--- src/rtl/cpu_pkg.sv ---
// Shared types and constants for the multicycle CPU control unit.
package cpu_pkg;

    // Instruction-sequencing states
    typedef enum logic [3:0] {
        S_FETCH  = 4'd0,
        S_DECODE = 4'd1,
        S_FETCH2 = 4'd2,
        S_MEMRD  = 4'd3,
        S_WB_IMM = 4'd4,
        S_MEMWR  = 4'd5,
        S_JUMP   = 4'd6,
        S_MOV    = 4'd7,
        S_EXEC   = 4'd8,
        S_ALU_WB = 4'd9
    } state_t;

    // Opcodes in ir[7:5]; MOV and ALU ignore ir[5]
    localparam logic [2:0] OP_LDI = 3'b000;
    localparam logic [2:0] OP_LDA = 3'b001;
    localparam logic [2:0] OP_STA = 3'b010;
    localparam logic [2:0] OP_JMP = 3'b011;
    localparam logic [2:0] OP_MOV = 3'b100;
    localparam logic [2:0] OP_ALU = 3'b110;

    // Jump condition codes in di[2:1]
    localparam logic [1:0] COND_ALWAYS = 2'b00;
    localparam logic [1:0] COND_C      = 2'b01;
    localparam logic [1:0] COND_Z      = 2'b10;
    localparam logic [1:0] COND_N      = 2'b11;

endpackage

--- src/rtl/branch_cond.sv ---
// Jump-condition evaluator: selects one CZN flag (or always-true) by cond code.
module branch_cond
    import cpu_pkg::*;
(
    input  logic [1:0] i_cond,
    input  logic [2:0] i_czn,
    output logic       o_taken
);

    // Condition mux; czn bit order is [0]=C, [1]=Z, [2]=N
    always_comb begin
        o_taken = 1'b0;
        case (i_cond)
            COND_ALWAYS: o_taken = 1'b1;
            COND_C:      o_taken = i_czn[0];
            COND_Z:      o_taken = i_czn[1];
            COND_N:      o_taken = i_czn[2];
            default:     o_taken = 1'b0;
        endcase
    end

endmodule

--- src/rtl/cpu_controller.sv ---
// Multicycle control unit: sequencing FSM plus Moore output decoder.
// All strobes are forced low while rst is asserted.
module cpu_controller
    import cpu_pkg::*;
(
    input  logic       clk,
    input  logic       rst,
    input  logic [7:0] ir,
    input  logic [4:0] di,
    input  logic [2:0] czn,
    output logic       ld_PC,
    output logic       ld_IR,
    output logic       ld_DI,
    output logic       ld_TR,
    output logic       ld_ALU,
    output logic       ld_CZN,
    output logic       sel_MEM_src_PC,
    output logic       sel_MEM_src_TR,
    output logic       mem_write,
    output logic       sel_IR_3_2,
    output logic       sel_IR_4_3,
    output logic       write_reg_en,
    output logic       sel_RF_write_src_TR_12_5,
    output logic       sel_writeSRC_reg1,
    output logic       sel_writeSRC_ALU,
    output logic       sel_ALU_src_reg1,
    output logic       sel_ALU_src_TR,
    output logic       sel_CZN_src_ALU,
    output logic       sel_CZN_src_RF,
    output logic       sel_PC_src_JUMP,
    output logic       instr_done
);

    state_t r_state;
    state_t w_next;
    logic   w_taken;
    logic   w_unused;

    // Register fields consumed only by the data path
    assign w_unused = ^{ir[4:0], di[4:3], di[0]};

    branch_cond u_branch_cond (
        .i_cond  (di[2:1]),
        .i_czn   (czn),
        .o_taken (w_taken)
    );

    // State register; reset aborts any instruction in flight
    always_ff @(posedge clk or negedge rst) begin
        if (!rst) r_state <= S_FETCH;
        else      r_state <= w_next;
    end

    // Next-state logic
    always_comb begin
        w_next = S_FETCH;
        case (r_state)
            S_FETCH:  w_next = S_DECODE;
            S_DECODE: begin
                if (!ir[7])                  w_next = S_FETCH2;
                else if (ir[7:6] == OP_MOV[2:1]) w_next = S_MOV;
                else                         w_next = S_EXEC;
            end
            S_FETCH2: begin
                case (ir[7:5])
                    OP_LDI:  w_next = S_WB_IMM;
                    OP_LDA:  w_next = S_MEMRD;
                    OP_STA:  w_next = S_MEMWR;
                    OP_JMP:  w_next = S_JUMP;
                    default: w_next = S_FETCH;
                endcase
            end
            S_MEMRD:  w_next = S_WB_IMM;
            S_EXEC:   w_next = S_ALU_WB;
            default:  w_next = S_FETCH;
        endcase
    end

    // Output decoder: Moore per state, except JUMP's PC strobes which follow the branch condition
    always_comb begin
        ld_PC                    = 1'b0;
        ld_IR                    = 1'b0;
        ld_DI                    = 1'b0;
        ld_TR                    = 1'b0;
        ld_ALU                   = 1'b0;
        ld_CZN                   = 1'b0;
        sel_MEM_src_PC           = 1'b0;
        sel_MEM_src_TR           = 1'b0;
        mem_write                = 1'b0;
        sel_IR_3_2               = 1'b0;
        sel_IR_4_3               = 1'b0;
        write_reg_en             = 1'b0;
        sel_RF_write_src_TR_12_5 = 1'b0;
        sel_writeSRC_reg1        = 1'b0;
        sel_writeSRC_ALU         = 1'b0;
        sel_ALU_src_reg1         = 1'b0;
        sel_ALU_src_TR           = 1'b0;
        sel_CZN_src_ALU          = 1'b0;
        sel_CZN_src_RF           = 1'b0;
        sel_PC_src_JUMP          = 1'b0;
        instr_done               = 1'b0;
        if (rst) begin
            case (r_state)
                S_FETCH: begin
                    sel_MEM_src_PC = 1'b1;
                    ld_IR          = 1'b1;
                    ld_DI          = 1'b1;
                    ld_PC          = 1'b1;
                end
                S_DECODE: ;
                S_FETCH2: begin
                    sel_MEM_src_PC = 1'b1;
                    ld_TR          = 1'b1;
                    ld_PC          = 1'b1;
                end
                S_MEMRD: begin
                    sel_MEM_src_TR = 1'b1;
                    ld_TR          = 1'b1;
                end
                S_WB_IMM: begin
                    sel_IR_4_3               = 1'b1;
                    sel_RF_write_src_TR_12_5 = 1'b1;
                    write_reg_en             = 1'b1;
                    instr_done               = 1'b1;
                end
                S_MEMWR: begin
                    sel_MEM_src_TR = 1'b1;
                    sel_IR_4_3     = 1'b1;
                    mem_write      = 1'b1;
                    instr_done     = 1'b1;
                end
                S_JUMP: begin
                    instr_done      = 1'b1;
                    sel_PC_src_JUMP = w_taken;
                    ld_PC           = w_taken;
                end
                S_MOV: begin
                    sel_IR_3_2        = 1'b1;
                    sel_writeSRC_reg1 = 1'b1;
                    write_reg_en      = 1'b1;
                    instr_done        = 1'b1;
                end
                S_EXEC: begin
                    sel_IR_3_2       = 1'b1;
                    sel_ALU_src_reg1 = 1'b1;
                    ld_ALU           = 1'b1;
                    ld_CZN           = 1'b1;
                    sel_CZN_src_ALU  = 1'b1;
                end
                S_ALU_WB: begin
                    sel_IR_3_2       = 1'b1;
                    sel_writeSRC_ALU = 1'b1;
                    write_reg_en     = 1'b1;
                    instr_done       = 1'b1;
                end
                default: ;
            endcase
        end
    end

endmodule

--- config.mk ---
export PLATFORM = sky130hd
export DESIGN_NAME = cpu_controller
export DESIGN_NICKNAME = d
export VERILOG_FILES = /design/src/rtl/cpu_pkg.sv /design/src/rtl/branch_cond.sv /design/src/rtl/cpu_controller.sv
export SDC_FILE = /design/constraint.sdc
export NUM_CORES = 1
export LEC_CHECK = 0
export ABC_AREA = 0
export CAP_MARGIN = 5
export CORE_AREA = 2 2 39 41
export DETAILED_ROUTE_END_ITERATION = 6
export DIE_AREA = 0 0 41 43
export DONT_BUFFER_PORTS = 1
export GPL_TIMING_DRIVEN = 0
export SLEW_MARGIN = 20
export SYNTH_ARGS = -nofsm -noshare
export SYNTH_HDL_FRONTEND = slang
export SYNTH_SLANG_ARGS = --single-unit
--- constraint.sdc ---
create_clock -name clk -period 2.5 [get_ports clk]
set_clock_uncertainty 0.05 [all_clocks]
set_input_delay 0.5 -clock clk [delete_from_list [all_inputs] [get_ports clk]]
set_output_delay 0.5 -clock clk [all_outputs]
set_load 0.01 [all_outputs]
==> impl_metrics.env <==
export IMPL_ys_types=30
export IMPL_synth_xor_area_frac=0.03535
export IMPL_hold_path_class="in -> reg"
export IMPL_seqPwrFrac=0.200
export IMPL_vias=424
export IMPL_pwr_share_comb=0.658
export IMPL_crit_path_cell_trace="buf_4 -> nor4b_2 -> nor2b_1 -> buf_4"
export IMPL_dr_pass1_iters=4
export IMPL_maxCapViolations=0
export IMPL_cts_repair_resized=0
export IMPL_status="finished, final reports clean"
export IMPL_timing_hold_ws_ps=429.7
export IMPL_antenna_found_initial=0
export IMPL_place_inst=78
export IMPL_totalWireLength_um=1045
export IMPL_synth_top_family_by_area="simple AND/OR/NAND/NOR gates"
export IMPL_min_period_ps=2300
export IMPL_syn_avg_cell_area_um2=8.123
export IMPL_nets=86
export IMPL_critPathKind="reg -> out"
export IMPL_path_max_fanout=10
export IMPL_p_int_mw=0.2839
export IMPL_finalWeightedCongestion=0.7525
export IMPL_cts_sinks=4
export IMPL_regMostFlops="r_state"
export IMPL_track_usage=0.1322
export IMPL_root_buffer="clkbuf_4"
export IMPL_overflow=0
export IMPL_yosys_warnings=0
export IMPL_slew_violations=0
export IMPL_final_setup_worst_slack_ps=200.0
export IMPL_grt_pass1_vias=357
export IMPL_ys_seq_elements=4
export IMPL_synth_area_um2=495.5
export IMPL_top_regs="r_state: 4 flops"
export IMPL_numCtsBuffers=3
export IMPL_die_area_mm2=0.001763
export IMPL_io_buffers=0
export IMPL_grt_pass1_wl_um=1614
export IMPL_syn_instance_count=61
export IMPL_hold_viol=0
export IMPL_synth_sequential_area_ratio=0.2020
export IMPL_setup_tns_ps=0
export IMPL_initial_utilization=0.3580
export IMPL_place_area_um2=519.2
export IMPL_cp_data_arrival_time_ps=1750
export IMPL_multiInputGateArea_um2=321.6
export IMPL_peakVddDrop_mv=0.6653
export IMPL_drt_wirelength_per_cell_um=12.74
export IMPL_grt_max_degree=11
export IMPL_preCtsSetupSlack_ps=432.6
export IMPL_slew_headroom=0.6007
export IMPL_dieHeight_um=43
export IMPL_start_kind="register"
export IMPL_postCtsSetupRepairBufs=0
export IMPL_synthAdderAreaFrac=0
export IMPL_yosys_area_share_simple=0.4015
export IMPL_postLayoutCellArea_um2=551.8
export IMPL_total_power_mw=0.5340
export IMPL_drt_iter0_markers=4
export IMPL_drive_above_1_share=0.2727
export IMPL_via_per_inst=5.171
export IMPL_max_stage_delay_ps=470
export IMPL_seqCellArea_um2=100.1
export IMPL_syn_to_final_growth_pct=11.36
export IMPL_cts_tree="built"
export IMPL_cts_max_path_buffers=2
export IMPL_layout_cells_non_filler=82
export IMPL_p_per_area_mw_per_mm2=967.7
export IMPL_worst_slew_pin_slew_ps=594.4
export IMPL_swShare=0.4683
export IMPL_synth_compound_area_frac=0.1768
export IMPL_rsz0062_at_grt="no"
export IMPL_diodes=0
export IMPL_power_switching_mw=0.2501
export IMPL_post_route_util=0.3987
export IMPL_cpMostUsedCell="buf_4"
export IMPL_fmax_mhz=434.8
export IMPL_path_clk_slew_ps=40
export IMPL_cp_num_buf_inv=2
export IMPL_drc_errors=0
export IMPL_row_count=14
export IMPL_cp_end_kind="primary output"
export IMPL_slowest_stage="nor4b_2"
export IMPL_boundaryPins=39
export IMPL_antenna_left=0
export IMPL_largest_reg_flops=4
export IMPL_crit_family="simple AND/OR/NAND/NOR gates"
export IMPL_fill_cells=152
export IMPL_die_w_um=41
export IMPL_design_core_area_mm2=0.001384
export IMPL_power_leakage_nw=0.2792
export IMPL_setup_viol=0
export IMPL_dpl_hpwl_um=789.4
export IMPL_min_period_over_period=0.9200
export IMPL_htreeDepth=1
export IMPL_p_clk_frac=0.142
export IMPL_synthMuxAreaShare=0.02020
export IMPL_worstPathRequired_ps=1950
export IMPL_insertion_delay_ps=230
## timing repair
action	in CTS	in global routing
endpoints found under the hold margin	4	0
setup endpoints to repair	0	0
hold buffers	1	0
## final cells by class
cell class	count	share of cell area
Timing Repair Buffer	1	0.01814
Multi-Input combinational cell	46	0.5828
Buffer	10	0.1270
Sequential cell	4	0.1814
Inverter	2	0.01361
Clock buffer	3	0.04082
Tap cell	16	0.03628
## metal layers
layer / wire length [um] / vias up / global-route usage
met1: 453 / 190 / 0.1830
met3: 89 / 0 / 0.06283
li1: - / 214 / -
met5: 0 / - / 0
met2: 502 / 20 / 0.1875
met4: 0 / 0 / 0.02000
## final timing paths
path	startpoint	to	slack, ps	cells after the start
worst max-delay path	r_state[0]	ld_IR	200	4
min in group asynchronous	rst	r_state[0]	500	1
worst max register to register	r_state[0]	r_state[1]	1360	4
worst min register to register	r_state[2]	r_state[3]	560	2
worst min-delay path	ir[6]	r_state[3]	430	2
max in group asynchronous	rst	r_state[1]	1720	1
## cells by family (layout without fill, tap and decap cells)
family,Yosys count,after routing
compound gates,10,10
xor+xnor,2,2
buf+inv,12,16
flops,4,4
mux,1,1
other cells,1,2
simple gates,31,31
## power groups by stage
stage | clock network (mW) | registers [mW] | logic [mW]
after floorplan | 0 | 0.103 | 0.297
after global placement | 0 | 0.107 | 0.343
after detailed placement | 0 | 0.108 | 0.347
after CTS | 0.0783 | 0.107 | 0.351
after global routing | 0.0822 | 0.109 | 0.391
final | 0.0759 | 0.107 | 0.351
## Yosys cell counts, drive strengths merged
master | count | area [um2]
dfrtp | 4 | 100.1
a21boi | 1 | 7.510
mux2i | 1 | 10.01
nor3 | 3 | 15.01
o211a | 1 | 10.01
nor4b | 1 | 15.01
inv | 2 | 7.510
nand3 | 1 | 5.000
and3 | 1 | 6.260
buf | 10 | 70.07
a2111oi | 1 | 27.53
nand2b | 4 | 25.02
o21a | 1 | 7.510
nor2b | 3 | 18.77
a22o | 1 | 8.760
o21ai | 2 | 10.01
xor2 | 2 | 17.52
nand2 | 4 | 15.01
a31oi | 1 | 6.260
conb | 1 | 3.750
nor2 | 6 | 22.52
nand3b | 3 | 35.03
nor3b | 1 | 12.51
nor4 | 1 | 6.260
nor4bb | 1 | 10.01
a21oi | 2 | 10.01
or2 | 2 | 12.52
## cell usage in the layout, fill, tap and decap left out, drive strengths merged, types with 2 or more instances in the layout
cell type  synthesis  layout
nand2b             4       4
dfrtp              4       4
nor3               3       3
buf               10      10
a21oi              2       2
o21ai              2       2
xor2               2       2
conb               1       2
nor2               6       6
clkbuf             0       3
inv                2       2
nand2              4       4
or2                2       2
nand3b             3       3
nor2b              3       3
Power figures use the tool's default switching activity.
